<file path="config.mk">
export PLATFORM = sky130hd
export DESIGN_NAME = spe_sum_scheduler
export DESIGN_NICKNAME = d
export VERILOG_FILES = /design/src/rtl/spe_sum_scheduler.sv
export SDC_FILE = /design/constraint.sdc
export NUM_CORES = 1
export LEC_CHECK = 0
export ABC_AREA = 1
export BUFFER_PORTS_ARGS = -buffer_cell sky130_fd_sc_hd__buf_2
export CAP_MARGIN = 5
export CORE_ASPECT_RATIO = 1.75
export CORE_MARGIN = 10
export CORE_UTILIZATION = 60
export DETAILED_ROUTE_END_ITERATION = 12
export PLACE_DENSITY = 0.79
export SLEW_MARGIN = 20
export SYNTH_ARGS = -nofsm -noshare
export SYNTH_HDL_FRONTEND = slang
export SYNTH_SLANG_ARGS = --single-unit
</file>
<file path="constraint.sdc">
create_clock -name clk -period 7.4 [get_ports clk]
set_clock_uncertainty 0.15 [all_clocks]
set_input_delay 0.74 -clock clk [delete_from_list [all_inputs] [get_ports clk]]
set_output_delay 0.74 -clock clk [all_outputs]
set_load 0.01 [all_outputs]
</file>
<file path="src/rtl/spe_sum_scheduler.sv">
// spe_sum_scheduler: buffers five PPE partial-sum lanes and sequences the Sum PE potential update through OMEM
module spe_sum_scheduler #(
  parameter int SUM_WIDTH  = 13,
  parameter int NUM_LANES  = 5,
  parameter int FIFO_DEPTH = 6,
  parameter int OUT_COUNT  = 441,
  parameter int ADDR_W     = 9,
  parameter int THRESHOLD  = 64
) (
  input  logic                           clk,
  input  logic                           reset,
  input  logic [NUM_LANES-1:0]           ps_valid,
  output logic [NUM_LANES-1:0]           ps_ready,
  input  logic [NUM_LANES*SUM_WIDTH-1:0] ps_data,
  input  logic                           first_ts_done,
  output logic                           rd_req_valid,
  input  logic                           rd_req_ready,
  output logic [ADDR_W-1:0]              rd_addr,
  input  logic                           rd_resp_valid,
  input  logic [SUM_WIDTH-1:0]           rd_resp_data,
  output logic                           wr_valid,
  input  logic                           wr_ready,
  output logic [ADDR_W-1:0]              wr_addr,
  output logic [SUM_WIDTH-1:0]           wr_potential,
  output logic                           wr_spike,
  output logic                           timestep_done,
  output logic                           busy
);
  localparam int PW  = $clog2(FIFO_DEPTH);
  localparam int CW  = $clog2(FIFO_DEPTH + 1);
  localparam int SW3 = SUM_WIDTH + 3;
  typedef enum logic [2:0] {IDLE, REQ, WAIT, UPDATE, WRITE} state_t;
  state_t state, state_n;
  logic [SUM_WIDTH-1:0] mem [NUM_LANES][FIFO_DEPTH];
  logic [PW-1:0] wp [NUM_LANES];
  logic [PW-1:0] rp [NUM_LANES];
  logic [CW-1:0] cnt [NUM_LANES];
  logic [NUM_LANES-1:0] push, nonempty;
  logic pop, last, over;
  logic [SW3-1:0] sum_c, sum_reg;
  logic [SUM_WIDTH-1:0] prev, newp, pot_reg;
  logic spike_reg, later_ts, ts_done;
  logic [ADDR_W-1:0] out_idx;
  // ready comes from the registered count only, so a full lane cannot be refilled in its pop cycle
  always_comb begin
    sum_c = '0;
    ps_ready = '0;
    nonempty = '0;
    for (int i = 0; i < NUM_LANES; i++) begin
      ps_ready[i] = !reset && cnt[i] < CW'(FIFO_DEPTH);
      nonempty[i] = cnt[i] != '0;
      sum_c = sum_c + SW3'(mem[i][rp[i]]);
    end
  end
  assign push = ps_valid & ps_ready;
  assign pop  = state == IDLE && &nonempty;
  always_ff @(posedge clk or posedge reset)
    if (reset)
      for (int i = 0; i < NUM_LANES; i++) begin
        wp[i]  <= '0;
        rp[i]  <= '0;
        cnt[i] <= '0;
      end
    else
      for (int i = 0; i < NUM_LANES; i++) begin
        if (push[i]) wp[i] <= wp[i] == PW'(FIFO_DEPTH - 1) ? '0 : wp[i] + 1'b1;
        if (pop) rp[i] <= rp[i] == PW'(FIFO_DEPTH - 1) ? '0 : rp[i] + 1'b1;
        cnt[i] <= cnt[i] + CW'(push[i]) - CW'(pop);
      end
  always_ff @(posedge clk)
    for (int i = 0; i < NUM_LANES; i++)
      if (push[i]) mem[i][wp[i]] <= ps_data[i*SUM_WIDTH +: SUM_WIDTH];
  always_ff @(posedge clk or posedge reset)
    if (reset) state <= IDLE;
    else state <= state_n;
  always_comb begin
    state_n = state;
    case (state)
      IDLE:    if (pop) state_n = later_ts ? REQ : UPDATE;
      REQ:     if (rd_req_ready) state_n = WAIT;
      WAIT:    if (rd_resp_valid) state_n = UPDATE;
      UPDATE:  state_n = WRITE;
      WRITE:   if (wr_ready) state_n = IDLE;
      default: state_n = IDLE;
    endcase
  end
  assign newp = SUM_WIDTH'({3'b000, prev} + sum_reg);
  assign over = newp > SUM_WIDTH'(THRESHOLD);
  assign last = out_idx == ADDR_W'(OUT_COUNT - 1);
  always_ff @(posedge clk or posedge reset)
    if (reset) begin
      sum_reg   <= '0;
      prev      <= '0;
      pot_reg   <= '0;
      spike_reg <= 1'b0;
      out_idx   <= '0;
      later_ts  <= 1'b0;
      ts_done   <= 1'b0;
    end else begin
      ts_done <= 1'b0;
      if (first_ts_done) later_ts <= 1'b1;
      if (pop) sum_reg <= sum_c;
      if (pop && !later_ts) prev <= '0;
      if (state == WAIT && rd_resp_valid) prev <= rd_resp_data;
      if (state == UPDATE) begin
        spike_reg <= over;
        pot_reg   <= over ? newp - SUM_WIDTH'(THRESHOLD) : newp;
      end
      if (state == WRITE && wr_ready) begin
        out_idx <= last ? '0 : out_idx + 1'b1;
        ts_done <= last;
      end
    end
  assign rd_req_valid  = state == REQ;
  assign rd_addr       = rd_req_valid ? out_idx : '0;
  assign wr_valid      = state == WRITE;
  assign wr_addr       = wr_valid ? out_idx : '0;
  assign wr_potential  = wr_valid ? pot_reg : '0;
  assign wr_spike      = wr_valid & spike_reg;
  assign timestep_done = ts_done;
  assign busy          = state != IDLE;
endmodule

</file>
# Word level (Yosys, flattened, before mapping)
# Memories as Yosys holds them, arrays and structs flattened.
# Index checks and enable logic that the tools add are counted.
[totals] ff_bits=99 latch_bits=0 mem_bits_rw=390 mem_bits_ro=0 inputBits=89 word_cells=188 memories=1
[memory_table] name="mem" words=5 word_bits=78 read_ports=5 rd_clocked_by_memory_dff=0 write_ports=5 line="34" source="logic [SUM_WIDTH-1:0] mem [NUM_LANES][FIFO_DEPTH];"
[classes] add_sub_neg=27 mul=0 div=0 order_cmp=21 eq_ne=19 shift=0 muxes=59 bitwise=12 reduce_logical=26
[op_table] cell="two-way mux 78 bit" count=5
[op_table] cell="two-way mux 13 bit" count=19
[op_table] cell="binary-select mux 13 bit (select 3 bit)" count=5
[op_table] cell="demux 13 bit (select 3 bit)" count=5
[op_table] cell="adder 13 bit" count=5
[op_table] cell="two-way mux 3 bit" count=14
[op_table] cell="greater-or-equal comparator 4 bit, second input constant" count=10
[op_table] cell="NOT 3 -> 4 bit" count=10
[op_table] cell="== test 3 bit, second input constant" count=11
[op_table] cell="adder 3 x 1 -> 3 bit, second input constant" count=10
[op_table] cell="two-way mux 9 bit" count=3
[op_table] cell="less-than comparator 4 x 1 -> 1 bit, second input constant" count=5
[op_table] cell="nonzero test 3 bit" count=6
[op_table] cell="adder 3 x 1 -> 3 bit" count=5
[op_table] cell="less-than comparator 3 bit, second input constant" count=5
[op_table] cell="case mux 3 bit (5 select lines)" count=1
[op_table] cell="subtractor 3 x 1 -> 3 bit" count=5
[op_table] cell="logical AND 1 bit" count=14
[op_table] cell="> comparator 13 x 7 -> 1 bit, second input constant" count=1
[op_table] cell="subtractor 13 x 7 -> 13 bit, second input constant" count=1
[op_table] cell="adder 9 x 1 -> 9 bit, second input constant" count=1
[op_table] cell="== test 9 bit, second input constant" count=1
[op_table] cell="== test 3 x 2 -> 1 bit, second input constant" count=2
[op_table] cell="two-way mux 1 bit" count=6
[op_table] cell="11 further kinds" count=14

# Depth between registers and ports, before layout
[depth] ltp_word=8 ltp_mapped=23 mapped_depth_nobuf=22

# Worst setup path after synthesis
# OpenSTA, ideal clock, no wires.
[synth_path] path_type="register to register" from="register rp[12] (netlist bit)" to="register sum_reg[10]" setup_ns=0.123 arrival_ns=4.233 t_required_ns=7.127 setup_slack_ns=2.894 path_stages_with_launch=23 period_less_slack_ns=4.506 path_cell_list="dfrtp_1 > inv_1 > clkbuf_1 > clkbuf_1 > nor2_1 > o22ai_1 > a2bb2oi_1 > fa_1 > inv_1 > fa_1 > inv_1 > fa_1 > inv_1 > ha_1 > inv_1 > o21ai_0 > a21oi_1 > nand2_1 > nand2_1 > nand2_1 > a21oi_1 > xor2_1 > o21ai_1"
[synth_between] elab_chain_len=8
[synth_rtl] element="start, declared" line="36" source="logic [PW-1:0] rp [NUM_LANES];"
[synth_rtl] element="start signal, assigned by index" line="67" source="if (pop) rp[i] <= rp[i] == PW'(FIFO_DEPTH - 1) ? '0 : rp[i] + 1'b1;"
[synth_rtl] element="NOT 3 -> 4 bit (not written as such)" line="52" source="sum_c = sum_c + SW3'(mem[i][rp[i]]);"
[synth_rtl] element="binary-select mux 13 bit (select 3 bit)" line="52"
[synth_rtl] element="two-way mux 13 bit (not written as such) (2 in series)" line="52"
[synth_rtl] element="adder 13 bit (4 in series)" line="52"
[synth_rtl] element="end signal, assigned" line="102" source="if (pop) sum_reg <= sum_c;"
[synth_rtl] element="end, declared" line="40" source="logic [SW3-1:0] sum_c, sum_reg;"
# No other way between the ends. The select of a mux whose other input is x is not followed.
# A chain may end at the register's enable or synchronous reset.

# Final worst setup path
[layout_path] from="register rp[9] (netlist bit)" to="register sum_reg[11]"
# Same word-level chain as after synthesis.

==> metrics.yaml <==
cts_buffer_depth: 3
worst_r2r_path_depth: 21
endpoint_kind: "flip-flop"
seq_area_frac_synth: 0.646
crit_family: "adder cells"
final_util: 0.684
rsz0062_at_grt: "no"
initial_utilization: 0.608
antenna_found_initial: 2
post_drt_wl_per_cell_microns: 19.7
ys_ff_latch: 489
tightest_slew_ns: 0.979
cts_tree: "yes"
final_common_cell: "edfxtp_1"
rr_endpoint: "sum_reg[11]$_DFFE_PP0P_"
cp-startpoint: "rp[9]$_DFFE_PP0P_"
layout-drive-gt1-share: 0.129
fin_crit_ns: 5.45
wirelength_microns: 51400
finalHoldViolCount: 0
synth.distinct_cells: 43
cp_slowest_stage_delay_ns: 0.53
vias: 15000
min_period_over_period: 0.737
hold_slack_ns: 0.111
io-pin-count: 130
ys.flop_type: "edfxtp_1"
final_nets: 2282
synth_edf_count: 390
path_max_fanout: 40
setup_tns_ns: 0
portBuffers: 129
clk_pin_slew_worst_paths_ns: 0.07
rows: 92
slowest_stage: "fa_1"
reg2reg_setup_slack_ns: 1.95
place.gp.congestion: 0.930
antenna_left: 0
finalSetupViolCount: 0
worstPathBufferInverterCount: 5
async_flop_share: 0.202
drt_iter0_drc: 1210
grt_max_degree: 79
grt_util_all_layers: 0.229
max_freq_mhz: 183
core_sq_um: 36100
criticalPathCategory: "reg2reg"
die_h_microns: 273
min_path_type: "in2async"
grt_pass1_wl_microns: 80000
path_cells: "buf_4, inv_1, buf_4, o21ai_0, o22ai_1, a2bb2oi_1, fa_1, fa_1, fa_1, inv_1, ha_1, inv_1, fa_1, o21ai_0, nand2_1, nand2_1, nand2_1, nand2_1, a21oi_1, xor2_1, o21ai_0"
cp.required_ns: 7.73
drt_pass1_iterations: 5
slew_violations: 0
critPathLaunchType: "flip-flop"
drv_cap: 0
cp.arrival_ns: 5.78
postCtsHoldBufs: 0
syn_to_final_growth_pct: 12.5
outcome: "complete, no violations"
drc: 0
grt_pass1_vias: 15100
place.detailed.hpwl_microns: 36500
cts_buffers: 43
die-area_sq_um: 45000
largest_register_ff_count: 390
synth.avg_cell_area_sq_um: 11.2
postCtsResizedCells: 0
htreeDepth: 2
synth_area_sq_um: 22000
final_cell_mix: "edfxtp_1, nand2_1, nor2_1, inv_1, o21ai_0"
synth-warning-count: 0
syn_inst: 1964
cts.sink_count: 489
die_x_microns: 165
cts_setup_buffers: 0
relSlewSlack: 0.343
cts_root_buf: "clkbuf_16"
syn_nets: 2138
clk_latency_ns: 0.56
via_per_inst: 5.74
overflow: 0
r2r-start: "rp[9]$_DFFE_PP0P_"
-- worst max path at each step --
| stage | slack [ns] | cells past startpoint | to |
|---|---|---|---|
| floorplan | 2.89 | 22 | sum_reg[10]$_DFFE_PP0P_ |
| global placement | 2.15 | 20 | sum_reg[11]$_DFFE_PP0P_ |
| detailed placement | 2.01 | 20 | sum_reg[11]$_DFFE_PP0P_ |
| CTS | 2.00 | 20 | sum_reg[11]$_DFFE_PP0P_ |
| global route | 1.69 | 20 | sum_reg[11]$_DFFE_PP0P_ |
| finish | 1.95 | 21 | sum_reg[11]$_DFFE_PP0P_ |
-- metrics by stage --
| stage | instance area [sq um] | worst slack [ns] | cells |
|---|---|---|---|
| 2_1_floorplan | 22000 | 2.89 | 1964 |
| 3_3_place_gp | 23300 | 2.15 | 2532 |
| 3_5_place_dp | 23300 | 2.01 | 2532 |
| 4_1_cts | 24700 | 2.00 | 2610 |
| 5_1_grt | 24700 | 1.69 | 2612 |
| 6_report | 24700 | 1.95 | 2613 |
-- Yosys cell counts (2+ instances only) --
cell type / instances / area share
a21oi_1: 27 / 0.0062
a2bb2oi_1: 37 / 0.015
a31oi_1: 3 / 0.00085
a32oi_1: 4 / 0.0016
buf_1: 3 / 0.00051
buf_2: 6 / 0.0014
clkbuf_1: 64 / 0.011
clkinv_1: 5 / 0.00085
dfrtp_1: 99 / 0.11
edfxtp_1: 390 / 0.53
fa_1: 41 / 0.037
ha_1: 44 / 0.025
inv_1: 212 / 0.036
inv_2: 10 / 0.0017
mux2i_1: 5 / 0.0023
nand2_1: 282 / 0.048
nand2_2: 8 / 0.0023
nand3_1: 88 / 0.020
nand3b_1: 6 / 0.0020
nand4_1: 10 / 0.0028
nor2_1: 257 / 0.044
nor2_2: 7 / 0.0020
nor2_4: 3 / 0.0015
nor3_1: 21 / 0.0048
nor3b_1: 2 / 0.00068
o21a_1: 3 / 0.0010
o21ai_0: 203 / 0.046
o21ai_1: 7 / 0.0016
o22ai_1: 77 / 0.022
or2_2: 6 / 0.0017
xnor2_1: 5 / 0.0020
xor2_1: 18 / 0.0072
-- metal layers --
layer	GRT usage	vias to the layer above	share of wire
met5	0	-	0.00016
met4	0.114	2	0.049
met3	0.0391	132	0.061
met2	0.429	573	0.55
met1	0.236	7248	0.34
li1	-	7042	-
-- logic make-up after synthesis --
| kind of cell | after synthesis | share of synthesized area |
|---|---|---|
| and+or+nand+nor | 694 | 0.132 |
| adders and majority gates | 85 | 0.0624 |
| buffers and inverters | 301 | 0.0521 |
| xor gates and xnor gates | 23 | 0.00917 |
| DFF | 489 | 0.646 |
| muxes | 5 | 0.00228 |
| AOI/OAI and AO/OA | 367 | 0.0963 |
-- final cells by class --
class	count	area, sq um
sequential	489	14200
fill	2535	11400
multi-input combinational	1174	6660
clock buffer	49	1140
timing repair buffer	173	996
inverter	227	855
tap	470	588
clock inverter	29	275
antenna	2	5.00
Power is left out: the tool's default activity adds up to more than one toggle a clock period on the data nets, which glitch-free logic cannot reach.
